### src/rtl/cpmg_seq_ctrl.sv
// -----------------------------------------------------------------------------
// cpmg_seq_ctrl
//
// Programmable echo-train scheduler for the NMR pulse datapath.
//
// The DSP loads an 8-entry segment table over a simple write strobe. Each entry
// holds a duration in timing ticks and a 4-bit phase code. It also loads three
// loop registers:
//   - last_idx : index of the final segment in the table.
//   - loop_idx : index where each repeat pass re-enters.
//   - echo_num : total number of passes.
//
// On start the sequencer works in two parts:
//   - Prologue: segments 0..last_idx, played once.
//   - Loop: segments loop_idx..last_idx, repeated until echo_num passes have
//     been completed.
// The active phase code drives the H-bridge and acquisition gating. A sticky
// interrupt is raised on normal completion.
//
// Parameters
//   PRESC_DIV : clk cycles per timing tick (40 -> 1 us at 40 MHz).
//   NSEG      : segment table depth (fixed at 8, 3-bit index).
//
// Ports
//   clk        in   system clock
//   reset      in   asynchronous active-high reset
//   wr_en      in   one-cycle configuration write strobe
//   wr_addr    in   [4:0] configuration address:
//                     0x00-0x07 duration[i]
//                     0x08-0x0F code[i]
//                     0x10 last_idx, 0x11 loop_idx, 0x12 echo_num
//   wr_data    in   [15:0] configuration write data
//   start      in   one-cycle run request
//   stop       in   one-cycle abort request
//   irq_clr    in   clears the sticky interrupt
//   busy       out  sequence running
//   phase_code out  [3:0] code of the active segment, 0 when idle
//   seg_idx    out  [2:0] active segment index
//   echo_cnt   out  [15:0] completed loop passes
//   seg_start  out  pulse on the first cycle of every segment
//   done       out  pulse on normal completion
//   aborted    out  pulse when a run is stopped
//   irq        out  sticky completion interrupt
// -----------------------------------------------------------------------------
module cpmg_seq_ctrl #(
   parameter int PRESC_DIV = 40,
   parameter int NSEG      = 8
) (
   input  logic        clk,
   input  logic        reset,
   input  logic        wr_en,
   input  logic [4:0]  wr_addr,
   input  logic [15:0] wr_data,
   input  logic        start,
   input  logic        stop,
   input  logic        irq_clr,
   output logic        busy,
   output logic [3:0]  phase_code,
   output logic [2:0]  seg_idx,
   output logic [15:0] echo_cnt,
   output logic        seg_start,
   output logic        done,
   output logic        aborted,
   output logic        irq
);

   // Prescaler width; kept at least one bit so PRESC_DIV = 1 still elaborates.
   localparam int PW = (PRESC_DIV > 1) ? $clog2(PRESC_DIV) : 1;
   localparam logic [PW-1:0] PRESC_LAST = PW'(PRESC_DIV - 1);
   localparam logic [PW-1:0] PRESC_ZERO = PW'(0);
   localparam logic [PW-1:0] PRESC_ONE  = PW'(1);

   typedef enum logic [1:0] {
      ST_IDLE   = 2'd0,
      ST_RUN    = 2'd1,
      ST_FINISH = 2'd2
   } state_t;

   // A zero duration still occupies one tick, so a segment is never skipped.
   function automatic logic [15:0] eff_dur(input logic [15:0] d);
      eff_dur = (d == 16'd0) ? 16'd1 : d;
   endfunction

   // A zero pass count still plays the prologue once.
   function automatic logic [15:0] eff_echo(input logic [15:0] n);
      eff_echo = (n == 16'd0) ? 16'd1 : n;
   endfunction

   // The loop re-entry point can never lie beyond the last segment.
   function automatic logic [2:0] clamp_idx(input logic [2:0] idx, input logic [2:0] lim);
      clamp_idx = (idx > lim) ? lim : idx;
   endfunction

   // Configuration registers
   logic [15:0] dur_r  [NSEG];
   logic [3:0]  code_r [NSEG];
   logic [2:0]  last_idx_r;
   logic [2:0]  loop_idx_r;
   logic [15:0] echo_num_r;

   // Sequencer state
   state_t      state_r;
   logic [PW-1:0] presc_r;
   logic [15:0] tick_r;

   // Combinational decisions
   logic [15:0] eff_dur_s;
   logic [15:0] eff_echo_s;
   logic [2:0]  eff_loop_s;
   logic        presc_wrap_s;
   logic        seg_end_s;
   logic        at_last_s;
   logic [16:0] pass_next_s;
   logic        more_pass_s;
   logic [2:0]  next_seg_s;
   logic        finish_s;
   logic        irq_set_s;

   // Segment-end detection and choice of the following segment.
   always_comb begin
      eff_dur_s    = eff_dur(dur_r[seg_idx]);
      eff_echo_s   = eff_echo(echo_num_r);
      eff_loop_s   = clamp_idx(loop_idx_r, last_idx_r);
      presc_wrap_s = (presc_r == PRESC_LAST);
      seg_end_s    = presc_wrap_s && (tick_r == (eff_dur_s - 16'd1));
      at_last_s    = (seg_idx == last_idx_r);
      // 17-bit pass arithmetic keeps the comparison exact at echo_num = 65535.
      pass_next_s  = {1'b0, echo_cnt} + 17'd1;
      more_pass_s  = (pass_next_s < {1'b0, eff_echo_s});
      if (at_last_s) begin
         next_seg_s = eff_loop_s;
      end else begin
         next_seg_s = seg_idx + 3'd1;
      end
      finish_s  = (state_r == ST_RUN) && !stop && seg_end_s && at_last_s && !more_pass_s;
      // Set is asserted both on the edge entering FINISH and on the edge
      // leaving it, so an irq_clr landing on the done cycle cannot win.
      irq_set_s = finish_s || (state_r == ST_FINISH);
   end

   // Configuration table writes: accepted only while the sequencer is idle.
   always_ff @(posedge clk or posedge reset) begin
      if (reset) begin
         for (int i = 0; i < NSEG; i++) begin
            dur_r[i]  <= 16'd0;
            code_r[i] <= 4'd0;
         end
         last_idx_r <= 3'd0;
         loop_idx_r <= 3'd0;
         echo_num_r <= 16'd0;
      end else if (wr_en && (state_r == ST_IDLE)) begin
         case (wr_addr[4:3])
            2'b00: dur_r[wr_addr[2:0]]  <= wr_data;
            2'b01: code_r[wr_addr[2:0]] <= wr_data[3:0];
            2'b10: begin
               case (wr_addr[2:0])
                  3'd0:    last_idx_r <= wr_data[2:0];
                  3'd1:    loop_idx_r <= wr_data[2:0];
                  3'd2:    echo_num_r <= wr_data;
                  default: begin end
               endcase
            end
            default: begin end
         endcase
      end
   end

   // Main sequencer FSM with registered outputs.
   always_ff @(posedge clk or posedge reset) begin
      if (reset) begin
         state_r    <= ST_IDLE;
         presc_r    <= PRESC_ZERO;
         tick_r     <= 16'd0;
         busy       <= 1'b0;
         phase_code <= 4'd0;
         seg_idx    <= 3'd0;
         echo_cnt   <= 16'd0;
         seg_start  <= 1'b0;
         done       <= 1'b0;
         aborted    <= 1'b0;
      end else begin
         seg_start <= 1'b0;
         done      <= 1'b0;
         aborted   <= 1'b0;
         case (state_r)
            ST_IDLE: begin
               // Stop has priority over a simultaneous start.
               if (start && !stop) begin
                  state_r    <= ST_RUN;
                  busy       <= 1'b1;
                  seg_idx    <= 3'd0;
                  echo_cnt   <= 16'd0;
                  phase_code <= code_r[0];
                  seg_start  <= 1'b1;
                  presc_r    <= PRESC_ZERO;
                  tick_r     <= 16'd0;
               end else begin
                  state_r <= ST_IDLE;
               end
            end
            ST_RUN: begin
               if (stop) begin
                  state_r    <= ST_IDLE;
                  busy       <= 1'b0;
                  phase_code <= 4'd0;
                  aborted    <= 1'b1;
                  presc_r    <= PRESC_ZERO;
                  tick_r     <= 16'd0;
               end else if (seg_end_s) begin
                  // The prescaler restarts at every boundary; no carry across segments.
                  presc_r <= PRESC_ZERO;
                  tick_r  <= 16'd0;
                  if (finish_s) begin
                     state_r    <= ST_FINISH;
                     busy       <= 1'b0;
                     phase_code <= 4'd0;
                     done       <= 1'b1;
                     echo_cnt   <= eff_echo_s;
                  end else begin
                     if (at_last_s) begin
                        echo_cnt <= pass_next_s[15:0];
                     end else begin
                        echo_cnt <= echo_cnt;
                     end
                     seg_idx    <= next_seg_s;
                     phase_code <= code_r[next_seg_s];
                     seg_start  <= 1'b1;
                  end
               end else if (presc_wrap_s) begin
                  presc_r <= PRESC_ZERO;
                  tick_r  <= tick_r + 16'd1;
               end else begin
                  presc_r <= presc_r + PRESC_ONE;
               end
            end
            ST_FINISH: begin
               // seg_idx and echo_cnt hold until the next start.
               state_r <= ST_IDLE;
            end
            default: begin
               state_r    <= ST_IDLE;
               busy       <= 1'b0;
               phase_code <= 4'd0;
            end
         endcase
      end
   end

   // Sticky completion interrupt; set wins over a simultaneous clear.
   always_ff @(posedge clk or posedge reset) begin
      if (reset) begin
         irq <= 1'b0;
      end else if (irq_set_s) begin
         irq <= 1'b1;
      end else if (irq_clr) begin
         irq <= 1'b0;
      end else begin
         irq <= irq;
      end
   end

endmodule

### config.mk
export PLATFORM = sky130hd
export DESIGN_NAME = cpmg_seq_ctrl
export DESIGN_NICKNAME = d
export VERILOG_FILES = /design/src/rtl/cpmg_seq_ctrl.sv
export SDC_FILE = /design/constraint.sdc
export NUM_CORES = 1
export LEC_CHECK = 0
export CAP_MARGIN = 10
export CORE_AREA = 2 2 180 182
export DETAILED_ROUTE_END_ITERATION = 7
export DIE_AREA = 0 0 182 184
export PLACE_DENSITY_LB_ADDON = 0.25
export SYNTH_ARGS = -nofsm -noshare
export SYNTH_HDL_FRONTEND = slang
export SYNTH_SLANG_ARGS = --single-unit
### constraint.sdc
create_clock -name clk -period 8.81 [get_ports clk]
set_clock_uncertainty 0.15 [all_clocks]
set_input_delay 1.3215 -clock clk [delete_from_list [all_inputs] [get_ports clk]]
set_output_delay 1.3215 -clock clk [all_outputs]
set_load 0.02 [all_outputs]
==> reports/metrics.csv, run 1 <==
metric;value;unit
worst_pin_slew;1.16;ns
power;3.77;mW
drcViolationCount;0;
max_freq;168;MHz
nets;1100;
clockBufferDepth;3;
period_minus_slack;5.95;ns
final_layout_size_suffix_gt1_frac;0.273;
synth_top_area_share;0.472;
cts_inserted_buffers;26;
grt_remaining_overflow;0;
r2r_slack;2.86;ns
synth.most_common_cell;dfrtp_1;
cts_root_buf;clkbuf_16;
cp.required;9.13;ns
cts_resized;0;
maxSlewViolCount;0;
rsz0062_at_grt;no;
grtUsageTotal;0.184;
syn_inst;1002;
synthFlopType;dfrtp_1;
syn_area;12400;µm²
critPathKind;flip-flop to flip-flop;
vias;8213;
ys_seq_area_frac;0.472;
crit_family;simple AND/OR/NAND/NOR gates;
cap_violations;0;
place_hpwl;20.5;mm
htree_levels;1;
cpMostUsedCell;and2_1;
dr.first_iter.drc_count;529;
antenna_found_initial;2;
syn-num-nets;1052;
status;complete, no violations;
synth_area_leader_cell;dfrtp_1;
endpoint_kind;flip-flop;
synth_warnings;0;
clkTransAtPathRegs;0.06;ns
crit_path_start_kind;flip-flop;
post_cts_buffers;0;
syn_area_per_cell;12.4;µm²
hold_class;flip-flop to flip-flop;
place.gp.congestion;0.884;
cts_tree;built;
wl_per_cell;20.4;µm
synth_edf_count;0;
crit_arrival;6.27;ns
p_leak;6.28;nW
coreArea;31400;µm²
p_per_area;265;nW/µm²
clock_latency;0.54;ns
grt_pass1_wl;48.5;mm
detail_route.wirelength;30.0;mm
antenna_cells;0;
grt_pass1_vias;8411;
numPortBuffers;54;
path_cells;buf_4, mux4_2, mux2i_1, nand3_1, nor3_1, and2_1, nor2_1, ha_1, nand4_1, or3_1, a31o_2, o21ai_0, nor4_4, a21o_1, and2_1, a22o_1;
grt_start_max_net_pins;96;
cts_hold_buf;0;
worst_ir_drop_vdd;157;µV
setup_tns;0;ns
async_flop_share;1.00;
synth.distinct_cells;70;
finalHoldViolations;0;
antenna_left;0;
drt_first_pass_iters;4;
chipHeight;184;µm
rows;65;
max_stage_delay;0.60;ns
yosys-top-cells-count;234 x dfrtp_1, 184 x mux2_2, 49 x nor2_1;
maxSlewHeadroom;0.228;
start_util;0.395;
io_pins;55;
setup_viol;0;
timing.final.crit_share;0.675;
via_per_inst;5.59;
synthTopCellsByArea;dfrtp_1 47%, mux2_2 17%, mux4_2 4.7%, mux2i_1 3.6%, ha_1 2.3%;
synthToLayoutAreaGrowth;14.5;%
die_area;33500;µm²
clock_sinks;234;
slowest_stage;dfrtp_2;
ys_ff_latch;234;
cp_max_fo;31;
cp_num_buf_inv;1;
die_w;182;µm
-- layer usage --
metal  global-route usage  vias up  share of wire
met4               0.0484        0          0.021
met1                0.263     4209           0.48
met5                    0        -              0
li1                     -     3801              -
met3               0.0236       51          0.040
met2                0.296      152           0.46
-- sequential cells by signal, indices dropped and copies added (netlist names), 3 cells and up --
signal / cells
last_idx_r: 3
presc_r: 6
loop_idx_r: 3
echo_num_r: 16
dur_r: 128
tick_r: 16
seg_idx: 3
echo_cnt: 16
code_r: 32
phase_code: 4
-- where the power goes --
group          total [mW]  internal, mW  switching, mW
Combinational        1.27         0.587          0.688
Sequential           1.34          1.24          0.107
Clock                1.15         0.706          0.445
Total                3.77          2.53           1.24
-- through the flow --
step | instance area (µm²) | std cells | hold WS [ns] | worst slack [ns] | utilization
6_report | 14200 | 1470 | 0.350 | 2.86 | 0.452
5_1_grt | 14200 | 1470 | 0.365 | 2.38 | 0.452
4_1_cts | 14200 | 1470 | 0.351 | 2.85 | 0.452
3_5_place_dp | 13300 | 1424 | 0.337 | 2.85 | 0.423
3_3_place_gp | 13300 | 1424 | 0.329 | 3.08 | 0.423
2_1_floorplan | 12400 | 1002 | 0.321 | 0.921 | -
-- kinds of logic after synthesis --
kind of cell    after synthesis  share of synthesized area
fa+ha+maj                    23                     0.0232
flops                       234                      0.472
simple gates                243                      0.106
mux                         265                      0.270
compound gates              113                     0.0655
xor+xnor                     45                     0.0318
buf+inv                      79                     0.0318
-- cell type report --
| cell class | instances | area [µm²] |
|---|---|---|
| Clock buffer | 34 | 742 |
| Clock inverter | 12 | 163 |
| Fill cell | 2859 | 17200 |
| Inverter | 32 | 128 |
| Multi-Input combinational cell | 689 | 6160 |
| Sequential cell | 234 | 5860 |
| Tap cell | 402 | 503 |
| Timing Repair Buffer | 67 | 638 |
-- worst paths after layout --
check	start	endpoint	cells past startpoint
max in group asynchronous	reset	dur_r[87]	3
setup reg to reg	seg_idx[2]	phase_code[0]	16
hold reg to reg	dur_r[2]	dur_r[2]	1
hold / removal	dur_r[2]	dur_r[2]	1
setup / recovery	seg_idx[2]	phase_code[0]	16
min in group asynchronous	reset	code_r[11]	2
-- layout by cell type, fill, tap and decap left out, drive strengths merged, types with 9 or more instances in the layout --
cell / Yosys / routed
nor2b: 9 / 9
mux2i: 47 / 47
and2: 9 / 9
dfrtp: 234 / 234
a22o: 9 / 9
ha: 23 / 23
nor4: 10 / 10
inv: 31 / 31
nand4: 16 / 16
mux4: 32 / 32
mux2: 186 / 186
a21o: 11 / 11
o21ai: 17 / 17
clkbuf: 22 / 34
xnor2: 30 / 30
buf: 25 / 13
and3: 16 / 16
nand3: 31 / 31
nor3: 20 / 20
o2bb2ai: 9 / 9
nand2: 48 / 48
nor2: 49 / 49
xor2: 15 / 15
clkdlybuf4s50: 0 / 54
a21oi: 20 / 20
Note: power is estimated with default switching activity, not from simulation.
==> run 2, diff against run 1 <==
Clock period 8.81 ns to 4.85 ns, I/O delays scaled along.
==> reports/metrics.csv, run 2 (synthesized netlist as in run 1, its figures left out) <==
metric;value;unit;change
grtUsageTotal;0.184;;+0.000392
r2r_cells;18;;+2
pre_cts_slack;0.133;ns;-2.72 ns
wl_per_cell;20.0;µm;-2.0%
htree_levels;1;;unchanged
status;complete, no violations;;
synthToLayoutAreaGrowth;17.3;%;
cts_tree;built;;
cap_violations;0;;unchanged
final_common_cell;dfrtp_1;;
r2r_slack;0.22;ns;-2.65 ns
vias;8348;;+1.6%
worst_pin_slew;1.10;ns;-0.0595 ns
drt_first_pass_iters;5;;+1
n_fill_cell;2861;;+0.070%
dr.first_iter.drc_count;462;;-13%
fin_util;0.463;;+0.0112
cts_root_buf;clkbuf_16;;
cts_hold_buf;0;;unchanged
grt_remaining_overflow;0;;unchanged
period_minus_slack;4.63;ns;-1.31 ns
finalHoldViolations;0;;unchanged
antenna_left;0;;unchanged
grt_pass1_vias;8550;;+1.7%
start_util;0.395;;unchanged
placedCellCount;1455;;+2.2%
detail_route.wirelength;30.2;mm;+0.43%
crit_arrival;4.91;ns;-1.36 ns
worst_ir_drop_vdd;342;µV;+120%
cts_inserted_buffers;27;;+3.8%
r2r-end;echo_cnt[2];;
layout_common_cells;232 x dfrtp_1, 184 x mux2_2, 54 x clkdlybuf4s50_1;;
register_area;5860;µm²;unchanged
maxSlewHeadroom;0.267;;+0.0396
p_leak;6.47;nW;+3.0%
clock_sinks;234;;unchanged
worst_slack;0.215;ns;-2.65 ns
chipHeight;184;µm;unchanged
multi_input_area;6180;µm²;+0.26%
numPortBuffers;54;;unchanged
coreArea;31400;µm²;unchanged
via_per_inst;5.54;;-0.79%
clockBufferDepth;3;;unchanged
setup_tns;0;ns;unchanged
hold_class;primary input to asynchronous set/reset pin;;
place_hpwl;21.0;mm;+2.5%
cp.required;5.13;ns;-4.00 ns
die_w;182;µm;unchanged
drcViolationCount;0;;unchanged
clock_latency;0.53;ns;about the same
place.gp.congestion;0.899;;+1.7%
timing.final.crit_share;0.956;;+0.281
layoutNonFillerInstCount;1506;;+2.4%
largest_reg_flops;128;;unchanged
rows;65;;unchanged
endpoint_kind;flip-flop;;
reg_top3;dur_r x128, code_r x32;;
setup_viol;0;;unchanged
grt_start_max_net_pins;148;;+54%
antenna_found_initial;1;;-1
grt_pass1_wl;48.6;mm;+0.24%
r2r-start;seg_idx[2];;
nets;1134;;+3.1%
antenna_cells;0;;unchanged
maxSlewViolCount;0;;unchanged
largest_register;dur_r;;
p_per_area;486;nW/µm²;+83%
cp_max_fo;29;;-6.5%
max_freq;216;MHz;+28%
crit_path_start_kind;flip-flop;;
clkTransAtPathRegs;0.06;ns;about the same
die_area;33500;µm²;unchanged
final_layout_size_suffix_gt1_frac;0.298;;+0.0246
io_pins;55;;unchanged
critPathKind;flip-flop to flip-flop;;
[run 2: cell types whose count changed in the layout (fill, tap and decap cells not counted), moves of 2 or more]
cell,previous run,this run
clkbuf_8,4,6
clkinv_2,7,5
buf_12,0,5
buf_4,13,41
a2111oi_0,2,0
clkbuf_1,3,6
[run 2: report_power, final]
part           switching, mW  internal [mW]  leakage [nW]
combinational           1.28           1.20          2.92
clock                  0.812           1.32         0.459
sequential             0.207           2.25          3.09
[run 2: metrics by stage]
step	hold slack, ns	area (µm²)	power, mW
finish	0.283	14500	7.07
floorplan	0.321	12400	4.21
global route	0.283	14500	7.44
detailed placement	0.337	13600	4.95
global placement	0.332	13600	4.93
CTS	0.265	14500	7.11
[run 2: area by class of cell]
cell class | count | share of cell area
inverter | 32 | 0.00852
multi-input combinational | 689 | 0.425
clock buffer | 39 | 0.0537
timing repair buffer | 100 | 0.0652
tap | 402 | 0.0346
clock inverter | 10 | 0.0105
sequential | 234 | 0.403
[run 2: critical path, cell delays in order, from the launching register on]
cell	delay [ns]
dfrtp_2	0.45
buf_12	0.18
nor3b_1	0.16
nor4b_1	0.54
or4_1	0.26
nor2_1	0.09
and2_1	0.16
nor2_1	0.12
ha_1	0.25
nand4_1	0.23
or3_1	0.41
a31o_2	0.24
o21ai_0	0.13
nor4_4	0.09
buf_4	0.17
and3_1	0.18
buf_4	0.19
o311a_1	0.36
a21o_1	0.15
[run 2: how the worst max path moves through the flow]
stage / startpoint / end / slack [ns]
4_1_cts: seg_idx[0] / phase_code[3] / 0.11
6_report: seg_idx[2] / echo_cnt[2] / 0.22
3_5_place_dp: seg_idx[0] / phase_code[2] / 0.13
3_3_place_gp: seg_idx[0] / phase_code[2] / 0.26
5_1_grt: seg_idx[1] / seg_idx[0] / -0.003
2_1_floorplan: seg_idx[1] / seg_idx[1] / 0.14
[run 2: what timing repair did]
item / CTS / global route
resized for setup: 0 / 7
endpoints found under the hold margin: 0 / 0
setup buffers: 0 / 2
endpoints found under the setup margin: 0 / 44
[run 2: layer usage]
layer | wire [µm] | vias up | track usage
met5 | 0 | - | 0
met4 | 493 | 0 | 0.0406
met3 | 1090 | 36 | 0.0212
met2 | 14100 | 152 | 0.306
met1 | 14500 | 4286 | 0.260
li1 | - | 3874 | -
==> run 3, diff against run 2 <==
Settings changed: CORE_AREA 2 2 180 182 to 2 2 231 142, DIE_AREA 0 0 182 184 to 0 0 233 144.
==> reports/metrics.csv, run 3 (synthesized netlist as in run 1, its figures left out) <==
metric;value;unit;change
final_layout_size_suffix_gt1_frac;0.299;;+0.00109
largest_reg_flops;128;;unchanged
clock_latency;0.54;ns;about the same
worst_pin_slew;1.16;ns;+0.0650 ns
grtUsageTotal;0.201;;+0.0165
pre_cts_slack;0.0411;ns;-0.0915 ns
p_per_area;477;nW/µm²;-1.9%
maxSlewViolCount;0;;unchanged
place.gp.congestion;0.925;;+2.9%
max_stage_delay;0.55;ns;about the same
rsz0062_at_grt;no;;
die_w;233;µm;+28%
endpoint_kind;flip-flop;;
intPower;4.55;mW;-4.8%
cts_hold_buf;0;;unchanged
status;complete, no violations;;
final_common_cell;dfrtp_1;;
htree_levels;1;;unchanged
synthToLayoutAreaGrowth;17.3;%;about the same
clock_sinks;234;;unchanged
drcViolationCount;0;;unchanged
setup_tns;0;ns;unchanged
coreArea;31700;µm²;+1.0%
drt_first_pass_iters;5;;unchanged
clockBufferDepth;3;;unchanged
start_util;0.391;;-0.00400
timing.final.crit_share;0.953;;-0.00314
die_area;33600;µm²;+0.19%
nets;1145;;+0.97%
cts_inserted_buffers;23;;-15%
io_pins;55;;unchanged
p_comb_frac;0.385;;+0.034
p_sw;2.39;mW;+4.1%
grt_remaining_overflow;0;;unchanged
dr.first_iter.drc_count;626;;+35%
power;6.94;mW;-1.9%
finalHoldViolations;0;;unchanged
period_minus_slack;4.62;ns;-0.0153 ns
detail_route.wirelength;32.6;mm;+8.0%
path_cells;mux4_2, mux2i_1, nand4_1, nor3_4, and2_1, nor2_1, ha_1, and3_1, a211oi_1, a211oi_1, o21ai_0, nor4_4, buf_4, a21o_1, buf_4, or4_1, o221ai_1;;
clkTransAtPathRegs;0.06;ns;about the same
worst_ir_drop_vdd;235;µV;-31%
crit_path_start_kind;flip-flop;;
vias;8538;;+2.3%
cap_violations;0;;unchanged
chipHeight;144;µm;-22%
hold_class;flip-flop to flip-flop;;
netSwitchingFraction;0.345;;+0.0198
crit_arrival;4.91;ns;about the same
setup_viol;0;;unchanged
pwr-share-seq;0.355;;+0.008
grt_pass1_vias;8513;;-0.43%
cp_max_fo;9;;-69%
p_leak;6.45;nW;-0.31%
max_freq;216;MHz;+0.33%
hold_slack;0.349;ns;+0.0663 ns
rows;51;;-22%
antenna_cells;0;;unchanged
cts_tree;built;;
reg_top3;dur_r x128, code_r x32;;
worst_slack;0.230;ns;+0.0153 ns
slowest_stage;dfrtp_4;;
antenna_found_initial;0;;-1
n_fill_cell;2903;;+1.5%
critPathKind;flip-flop to flip-flop;;
wl_per_cell;21.2;µm;+6.0%
largest_register;dur_r;;
layout_common_cells;232 x dfrtp_1, 184 x mux2_2, 54 x clkdlybuf4s50_1;;
maxSlewHeadroom;0.224;;-0.0434
antenna_left;0;;unchanged
numPortBuffers;54;;unchanged
clockPowerShare;0.260;;-0.042
grt_pass1_wl;51.5;mm;+6.0%
cp.required;5.14;ns;about the same
via_per_inst;5.57;;+0.41%
cts_root_buf;clkbuf_16;;
place_hpwl;23.1;mm;+10%
grt_start_max_net_pins;71;;-52%
[run 3: changes by cell type in the layout (fill, tap and decap cells not counted), moves of 2 or more]
cell	before	now
clkbuf_8	6	2
clkbuf_1	6	11
bufinv_16	4	2
clkbuf_16	27	23
clkinv_2	5	1
buf_12	5	8
buf_4	41	53
[run 3: power groups by stage]
| stage | clock [mW] | combinational (mW) | sequential, mW |
|---|---|---|---|
| global placement | 0 | 2.60 | 2.49 |
| floorplan | 0 | 1.79 | 2.42 |
| finish | 1.80 | 2.67 | 2.46 |
| global route | 1.93 | 2.87 | 2.50 |
| detailed placement | 0 | 2.61 | 2.49 |
| CTS | 1.85 | 2.63 | 2.46 |
[run 3: worst paths after layout]
kind / start / to / slack [ns] / cells past startpoint
worst max-delay path: seg_idx[1] / tick_r[4] / 0.23 / 17
worst min-delay path: dur_r[91] / dur_r[91] / 0.35 / 1
worst max register to register: seg_idx[1] / tick_r[4] / 0.23 / 17
worst min register to register: dur_r[91] / dur_r[91] / 0.35 / 1
max in group asynchronous: reset / seg_idx[1] / 3.04 / 3
min in group asynchronous: reset / echo_num_r[11] / 0.59 / 2
[run 3: timing repair]
item	4_1_cts	5_1_grt
setup buffers	0	1
setup endpoints to repair	0	41
gates resized for setup	0	9
[run 3: metrics by stage]
step / cell area [µm²] / cells / util
5_1_grt: 14500 / 1534 / 0.458
6_report: 14500 / 1534 / 0.458
3_3_place_gp: 13800 / 1493 / 0.434
4_1_cts: 14500 / 1533 / 0.457
2_1_floorplan: 12400 / 1002 / -
3_5_place_dp: 13800 / 1493 / 0.434
[run 3: area by class of cell]
cell class | count | area, µm² | share of cell area
clock buffers | 36 | 644 | 0.0443
clock inverters | 4 | 85.1 | 0.00585
inverters | 32 | 128 | 0.00878
multi-input cells | 689 | 6190 | 0.426
flip-flops and latches | 234 | 5860 | 0.403
well taps | 424 | 531 | 0.0365
repair buffers | 115 | 1100 | 0.0756
[run 3: critical path, delay by kind of cell, from the launching register on]
family	cells	cell delay [ns]
compound gates	5	0.87
fa+ha+maj	1	0.25
buf+inv	2	0.35
flops	1	0.55
mux	2	0.81
simple gates	7	1.52
[run 3: metal layers]
layer / routed length [µm] / global-route usage
met2: 12300 / 0.264
met3: 1990 / 0.0436
met1: 17900 / 0.332
met4: 385 / 0.0302
met5: 0 / 0
